$ cat src/rtl/ddr2_write_arbiter.sv
// ---------------------------------------------------------------------------
// ddr2_write_arbiter
//
// Purpose
//   Shares one DDR2 write path (address FIFO + write-data FIFO) between two
//   write clients:
//     client 0 : frame-fill engine
//     client 1 : line/rectangle engine
//   Each client writes two-beat bursts:
//     beat 1 : cK_af_wr_en=1 and cK_wdf_wr_en=1 in the same cycle
//     beat 2 : cK_wdf_wr_en=1 with cK_af_wr_en=0
//   A grant is locked from beat 1 until beat 2 is accepted, so the two
//   beats of a burst always land in the DDR2 FIFOs back to back with no
//   interleaving from the other client.
//
// Handshake
//   A client's full view (cK_af_full / cK_wdf_full) acts as the inverse of
//   a ready. A beat is transferred in any cycle where the client holds its
//   write enables high and its full view is low. A client that does not own
//   or win the path sees both full flags forced high, so it simply holds
//   its beat until it is granted. The DDR2 write enables are only raised
//   for a beat that is actually transferred, never while a DDR2 FIFO is
//   full.
//
// Configuration
//   ARB_FIXED_PRIORITY_EN : when defined, client 0 always wins simultaneous
//                           requests. When undefined (default), simultaneous
//                           requests are resolved round-robin against the
//                           last client that completed a burst.
//
// Ports
//   clk, rst_n            : rising-edge clock, asynchronous active-low reset
//   cK_af_addr_din        : client K burst address           (ADDR_W)
//   cK_af_wr_en           : client K address write enable
//   cK_wdf_din            : client K write data               (DATA_W)
//   cK_wdf_mask_din       : client K byte mask                (MASK_W)
//   cK_wdf_wr_en          : client K data write enable
//   cK_af_full            : address-FIFO full view for client K
//   cK_wdf_full           : data-FIFO full view for client K
//   af_full, wdf_full     : full flags from the DDR2 FIFOs
//   af_addr_din, af_wr_en : DDR2 address FIFO write side
//   wdf_din, wdf_mask_din,
//   wdf_wr_en             : DDR2 write-data FIFO write side
//   proto_err             : sticky, set when the owner raises af_wr_en
//                           during beat 2
//   dbg_state             : 0 = IDLE, 1 = BEAT2
//   dbg_owner             : client holding the current/last grant
//   dbg_last_served       : client that completed the most recent burst
// ---------------------------------------------------------------------------
module ddr2_write_arbiter #(
    parameter int ADDR_W = 31,
    parameter int DATA_W = 128,
    parameter int MASK_W = 16
) (
    input  logic              clk,
    input  logic              rst_n,

    // client 0 (frame fill)
    input  logic [ADDR_W-1:0] c0_af_addr_din,
    input  logic              c0_af_wr_en,
    input  logic [DATA_W-1:0] c0_wdf_din,
    input  logic [MASK_W-1:0] c0_wdf_mask_din,
    input  logic              c0_wdf_wr_en,
    output logic              c0_af_full,
    output logic              c0_wdf_full,

    // client 1 (line / rectangle)
    input  logic [ADDR_W-1:0] c1_af_addr_din,
    input  logic              c1_af_wr_en,
    input  logic [DATA_W-1:0] c1_wdf_din,
    input  logic [MASK_W-1:0] c1_wdf_mask_din,
    input  logic              c1_wdf_wr_en,
    output logic              c1_af_full,
    output logic              c1_wdf_full,

    // DDR2 FIFOs
    input  logic              af_full,
    input  logic              wdf_full,
    output logic [ADDR_W-1:0] af_addr_din,
    output logic              af_wr_en,
    output logic [DATA_W-1:0] wdf_din,
    output logic [MASK_W-1:0] wdf_mask_din,
    output logic              wdf_wr_en,

    // status / debug
    output logic              proto_err,
    output logic              dbg_state,
    output logic              dbg_owner,
    output logic              dbg_last_served
);

    typedef enum logic {
        IDLE  = 1'b0,
        BEAT2 = 1'b1
    } state_t;

    state_t state_q, state_d;
    logic   owner_q, owner_d;
    logic   last_q,  last_d;
    logic   perr_q,  perr_d;

    logic   c0_req, c1_req;
    logic   sel_valid;      // some client is routed to the DDR2 side
    logic   sel;            // which client is routed (0/1)
    logic   fifo_ready;
    logic   own_af, own_wdf;

    // A request needs both enables: af_wr_en alone is not a burst start.
    assign c0_req     = c0_af_wr_en & c0_wdf_wr_en;
    assign c1_req     = c1_af_wr_en & c1_wdf_wr_en;
    assign fifo_ready = !af_full && !wdf_full;

    // Owner's enables, used only in BEAT2.
    assign own_af  = owner_q ? c1_af_wr_en  : c0_af_wr_en;
    assign own_wdf = owner_q ? c1_wdf_wr_en : c0_wdf_wr_en;

    // -----------------------------------------------------------------------
    // State register
    // -----------------------------------------------------------------------
    always_ff @(posedge clk or negedge rst_n) begin
        if (!rst_n) begin
            state_q <= IDLE;
            owner_q <= 1'b0;
            last_q  <= 1'b1;    // client 0 gets the first round-robin turn
            perr_q  <= 1'b0;
        end else begin
            state_q <= state_d;
            owner_q <= owner_d;
            last_q  <= last_d;
            perr_q  <= perr_d;
        end
    end

    // -----------------------------------------------------------------------
    // Next state, selection and DDR2 write enables
    // -----------------------------------------------------------------------
    always_comb begin
        state_d   = state_q;
        owner_d   = owner_q;
        last_d    = last_q;
        perr_d    = perr_q;
        sel_valid = 1'b0;
        sel       = owner_q;
        af_wr_en  = 1'b0;
        wdf_wr_en = 1'b0;

        case (state_q)
            IDLE: begin
                if (c0_req || c1_req) begin
                    sel_valid = 1'b1;
                    if (c0_req && c1_req) begin
`ifdef ARB_FIXED_PRIORITY_EN
                        sel = 1'b0;
`else
                        sel = ~last_q;
`endif
                    end else begin
                        sel = c1_req;
                    end
                    if (fifo_ready) begin
                        af_wr_en  = 1'b1;
                        wdf_wr_en = 1'b1;
                        owner_d   = sel;
                        state_d   = BEAT2;
                    end
                end
            end

            BEAT2: begin
                // Grant stays locked on the owner until its beat 2 lands.
                sel_valid = 1'b1;
                sel       = owner_q;
                if (own_af) begin
                    perr_d = 1'b1;
                end
                // A stray af_wr_en is ignored: the cycle still counts as
                // beat 2 and only the data FIFO is written.
                if (own_wdf && fifo_ready) begin
                    wdf_wr_en = 1'b1;
                    last_d    = owner_q;
                    state_d   = IDLE;
                end
            end

            default: begin
                state_d = IDLE;
            end
        endcase

        // Keep DDR2 quiet for the whole reset assertion, including the
        // cycle in which reset lands in the middle of a burst.
        if (!rst_n) begin
            af_wr_en  = 1'b0;
            wdf_wr_en = 1'b0;
        end
    end

    // -----------------------------------------------------------------------
    // Data path routing (zero latency)
    // -----------------------------------------------------------------------
    always_comb begin
        af_addr_din  = '0;
        wdf_din      = '0;
        wdf_mask_din = '1;      // all bytes masked when nothing is routed
        if (sel_valid) begin
            if (sel) begin
                af_addr_din  = c1_af_addr_din;
                wdf_din      = c1_wdf_din;
                wdf_mask_din = c1_wdf_mask_din;
            end else begin
                af_addr_din  = c0_af_addr_din;
                wdf_din      = c0_wdf_din;
                wdf_mask_din = c0_wdf_mask_din;
            end
        end
    end

    // -----------------------------------------------------------------------
    // Client full views
    // -----------------------------------------------------------------------
    // With no selection both clients see the true FIFO state so that a
    // client waiting for !full before starting a burst is never starved.
    always_comb begin
        c0_af_full  = af_full;
        c0_wdf_full = wdf_full;
        c1_af_full  = af_full;
        c1_wdf_full = wdf_full;
        if (!rst_n) begin
            c0_af_full  = 1'b1;
            c0_wdf_full = 1'b1;
            c1_af_full  = 1'b1;
            c1_wdf_full = 1'b1;
        end else if (sel_valid) begin
            if (sel) begin
                c0_af_full  = 1'b1;
                c0_wdf_full = 1'b1;
            end else begin
                c1_af_full  = 1'b1;
                c1_wdf_full = 1'b1;
            end
        end
    end

    assign proto_err       = perr_q;
    assign dbg_state       = (state_q == BEAT2);
    assign dbg_owner       = owner_q;
    assign dbg_last_served = last_q;

endmodule

$ cat config.mk
export PLATFORM = sky130hd
export DESIGN_NAME = ddr2_write_arbiter
export DESIGN_NICKNAME = d
export VERILOG_FILES = /design/src/rtl/ddr2_write_arbiter.sv
export SDC_FILE = /design/constraint.sdc
export NUM_CORES = 1
export LEC_CHECK = 0
export ABC_AREA = 1
export CAP_MARGIN = 20
export CORE_AREA = 2 2 210 212
export DETAILED_ROUTE_END_ITERATION = 8
export DIE_AREA = 0 0 212 214
export PLACE_DENSITY = 0.39
export SLEW_MARGIN = 20
export SYNTH_ARGS = -nofsm -noshare
export SYNTH_HDL_FRONTEND = slang
export SYNTH_SLANG_ARGS = --single-unit
$ cat constraint.sdc
create_clock -name clk -period 1.8 [get_ports clk]
set_clock_uncertainty 0.15 [all_clocks]
set_input_delay 0.27 -clock clk [delete_from_list [all_inputs] [get_ports clk]]
set_output_delay 0.27 -clock clk [all_outputs]
set_load 0.005 [all_outputs]
## After elaboration in Yosys (flattened, before gate mapping)

Cells that the tools add are included.

| word-level totals | value |
|---|---|
| register bits | 4 |
| input port bits | 358 |
| output and inout port bits | 185 |
| word-level logic and storage cells | 51 |

| cells by class | value |
|---|---|
| multiplexer cells | 34 |
| bitwise logic cells | 4 |
| reduce and logical (&&, ||, !) cells | 9 |

Operators with widths:

| operator | number |
|---|---|
| $mux W128 | 2 |
| $mux W31 | 2 |
| $mux W16 | 2 |
| $mux W1 | 24 |
| $pmux W1 S2 | 4 |
| $reduce_and A2 Y1 | 2 |
| $logic_and A1 B1 Y1 | 3 |
| $reduce_and A3 Y1 | 1 |
| $and A1 B1 Y1 | 2 |
| $logic_not A1 Y1 | 2 |
| $not A1 Y1 | 2 |
| $logic_or A1 B1 Y1 | 1 |

## Logic depth before layout (Yosys ltp)

| logic depth | value |
|---|---|
| word-level depth | 8 |
| gate-level depth with buffers | 10 |
| depth with buffers taken out | 7 |

## Least setup slack after synthesis

No wires, ideal clock.

| path | value |
|---|---|
| kind | reg-to-output |
| start | reg last_q (netlist: dbg_last_served) |
| end | out wdf_din[33] |
| data arrival time | 1299 ps |
| data required time | 1380 ps |
| path slack | 81 ps |
| stages on the path, launching flop included | 9 |
| path buffers | 3 |
| cell sequence | dfstp_2 -> inv_1 -> nand2_1 -> nand2_1 -> buf_6 -> buf_6 -> buf_4 -> a21oi_1 -> nor2_1 |

| on the way | value |
|---|---|
| longest elaborated chain between the ends | 6 |

RTL lines:

| item | RTL line | RTL |
|---|---|---|
| start: declaration | 99 | `logic last_q, last_d;` |
| start signal: assignment | 129 | `last_q <= last_d;` |
| $not A1 Y1 | 155 | `sel = ~last_q;` |
| $mux W1 | 151 | `if (c0_req && c1_req) begin` |
| $mux W1 | 149 | `if (c0_req \|\| c1_req) begin` |
| $pmux W1 S2 | 147 | `case (state_q)` |
| $mux W128 | 206 | `if (sel) begin` |
| $mux W128 | 205 | `if (sel_valid) begin` |
| end: declaration | 81 | `output logic [DATA_W-1:0] wdf_din,` |

No other way between the ends.

## Worst setup path in the final report

| path | value |
|---|---|
| start | reg last_q (netlist: dbg_last_served) |
| end | out wdf_din[77] |

Same word-level chain as after synthesis.

==> impl_metrics.yaml <==
critical_path:
  worstSetupEndpointType: "primary output"
  timing.rr.end: "dbg_last_served"
  r2r-start: "dbg_owner"
  endpoint: "wdf_din[77]"
  cp_data_arrival_time_ps: 1930
  cp_max_fo: 8
  reg2reg_depth: 10
  critPathLaunch: "dbg_last_served"
  cp.required_ps: 1380
  critical_path_class: "reg2out"
  start_kind: "flip-flop"
  reg2reg_slack_ps: 320
global_routing:
  grt_usage_pct: 14.59
  grt_max_degree: 28
  grt_pass1_wl_mm: 51.23
  first_global_vias: 8493
  grt_antenna_before_repair: 2
  grt_remaining_overflow: 0
cts:
  clk_latency_ps: 220
  cts_tree: "built"
  cts_made_buffers: 3
  cts.sinks: 4
  cts_root_buffer: "clkbuf_16"
  clkTransAtPathRegs_ps: 30
  clockBufferDepth: 2
  cts_max_level: 1
timing:
  hold_viol: 0
  slew_violations: 0
  slew_headroom_pct: 80.12
  hold-worst-slack_ps: 245.8
  worst_pin_slew_ps: 295.1
  timing.final.crit_share_pct: 130.4
  period_needed_ps: 2348
  setup_ws_ps: -547.8
  finalSetupViolCount: 180
  max_freq_mhz: 425.9
  rsz0062_at_grt: "yes"
yosys:
  yosys_warnings: 0
  synthTopCellsByCount: "nand2_1, nand3_1, nor2_1"
  netlist_area_sq_mm: 0.004624
  async_flop_share_pct: 100.0
  syn_inst: 986
  postSynthAreaPerCell_sq_um: 4.690
  synth.top_cells.by_area: "nand3_1, a21oi_1, nand2_1, nor2_1, inv_1"
  yosys.area.top_type: "nand3_1"
  synth_edf_count: 0
  yosysMostFrequentCell: "nand2_1"
  synth_top_cell_area_share_pct: 20.89
  yosysSeqAreaShare_pct: 2.192
  synth.distinct_cells: 18
  ys_dominant_reg_cell: "dfrtp_1"
  syn-num-nets: 1344
  ys_seq_elements: 4
status:
  outcome: "finished, violations left"
  violations: "negative setup slack"
placed_design:
  port_buffers: 542
  placed_area_sq_mm: 0.01114
  gp_congestion: 0.8924
  dp_hpwl_mm: 27.53
  dp_slack_ps: -1063
  dp_cells: 2126
power:
  leakagePower_nw: 7.058
  irDropWorstVdd_mv: 0.3845
  power_density_mw_per_mm2: 953.5
die:
  die_y_um: 214
  rows: 76
  dieArea_sq_mm: 0.04537
  start_util_pct: 10.78
  io_pins: 543
  die_w_um: 212
  core_sq_mm: 0.04289
min_path:
  hold_path_class: "in2reg"
detailed_routing:
  drc: 0
  routed_via_density: 3.933
  num_vias: 8967
  drt-initial-drc-count: 380
  drtAntennaViolNets: 0
  wirelength_mm: 39.15
  first_pass_iters: 4
  routedWlPerCell_um: 17.17
final_layout:
  instances_no_fill: 2280
  final_layout_size_suffix_gt1_share_pct: 42.44
  layout.nets: 2053
  fin_area_sq_mm: 0.01430
  area_growth_pct: 209.3
  final_util_pct: 33.35
flow_run:
  maxCapViolCount: 0
[kinds of logic after synthesis]
kind of cell,synth area share [%]
compound gates,18.02
buf+inv,29.27
flops,2.192
simple gates,50.51
[stage by stage]
stage	TNS, ps	total power (W)
finish	-75010	0.01364
detailed placement	-172970	0.01025
floorplan	0	0.004511
global placement	-171590	0.01032
CTS	-84570	0.01179
global route	-91130	0.01472
[cell type report]
| class | instances | area (sq um) |
|---|---|---|
| antenna | 1 | 2.502 |
| clock buffer | 4 | 78.83 |
| fill | 4679 | 28580 |
| inverter | 166 | 623.1 |
| multi-input combinational | 723 | 4639 |
| sequential | 4 | 102.6 |
| tap | 585 | 732.0 |
| timing repair buffer | 797 | 8123 |
[how the worst min path moves through the flow]
stage / endpoint / cells past startpoint / startpoint / slack (ps)
finish: proto_err / 3 / c0_af_wr_en / 250
global route: proto_err / 3 / c0_af_wr_en / 270
CTS: dbg_owner / 2 / rst_n / 270
detailed placement: proto_err / 1 / proto_err / 340
global placement: proto_err / 1 / proto_err / 330
floorplan: dbg_owner / 0 / rst_n / -180
[sequential cells by signal (all words and copies together), names as in the netlist]
signal and count:
dbg_owner 1, dbg_last_served 1, proto_err 1, dbg_state 1
[cell usage in the layout (no fill, tap or decap), drive strengths merged]
master,netlist,layout
clkinv,1,1
diode,0,1
o21ai,6,6
nor2,165,165
nand2,197,198
dfrtp,3,3
buf,89,375
clkbuf,5,52
bufbuf,0,2
o21bai,1,1
nand3,193,193
a21oi,159,159
dfstp,1,1
dlymetal6s2s,0,8
nand4,1,1
clkdlybuf4s50,0,358
dlygate4sd2,0,1
clkdlybuf4s15,0,5
inv,165,165
[worst max-delay path: stages (launching register included)]
cell and delay [ps]:
dfstp_2 520, inv_2 50, nand2_4 120, nand2_8 110
buf_12 170, buf_16 140, buf_12 130, buf_6 110
nand3_2 60, nand2_1 50, nor2_1 110, buf_2 130
[layer usage]
layer / track usage (%) / vias to the layer above / wire length (um)
li1: - / 4509 / -
met1: 17.22 / 4088 / 15690
met2: 27.27 / 342 / 20230
met3: 3.093 / 26 / 2787
met4: 2.019 / 2 / 422
met5: 0 / - / 17
[power by group]
part	total, W	switching [W]	internal (W)
clock network	0.000357	0.0000645	0.000293
registers	0.000150	0.0000264	0.000124
logic	0.0131	0.00621	0.00692
total	0.0136	0.00630	0.00734
[what timing repair did]
item,in CTS,in global routing
hold buffers,0,0
setup buffers,33,93
cloned,14,22
pin swaps,50,211
gates resized for setup,529,647
setup endpoints to repair,181,182
Power figures use the tool's default switching activity.
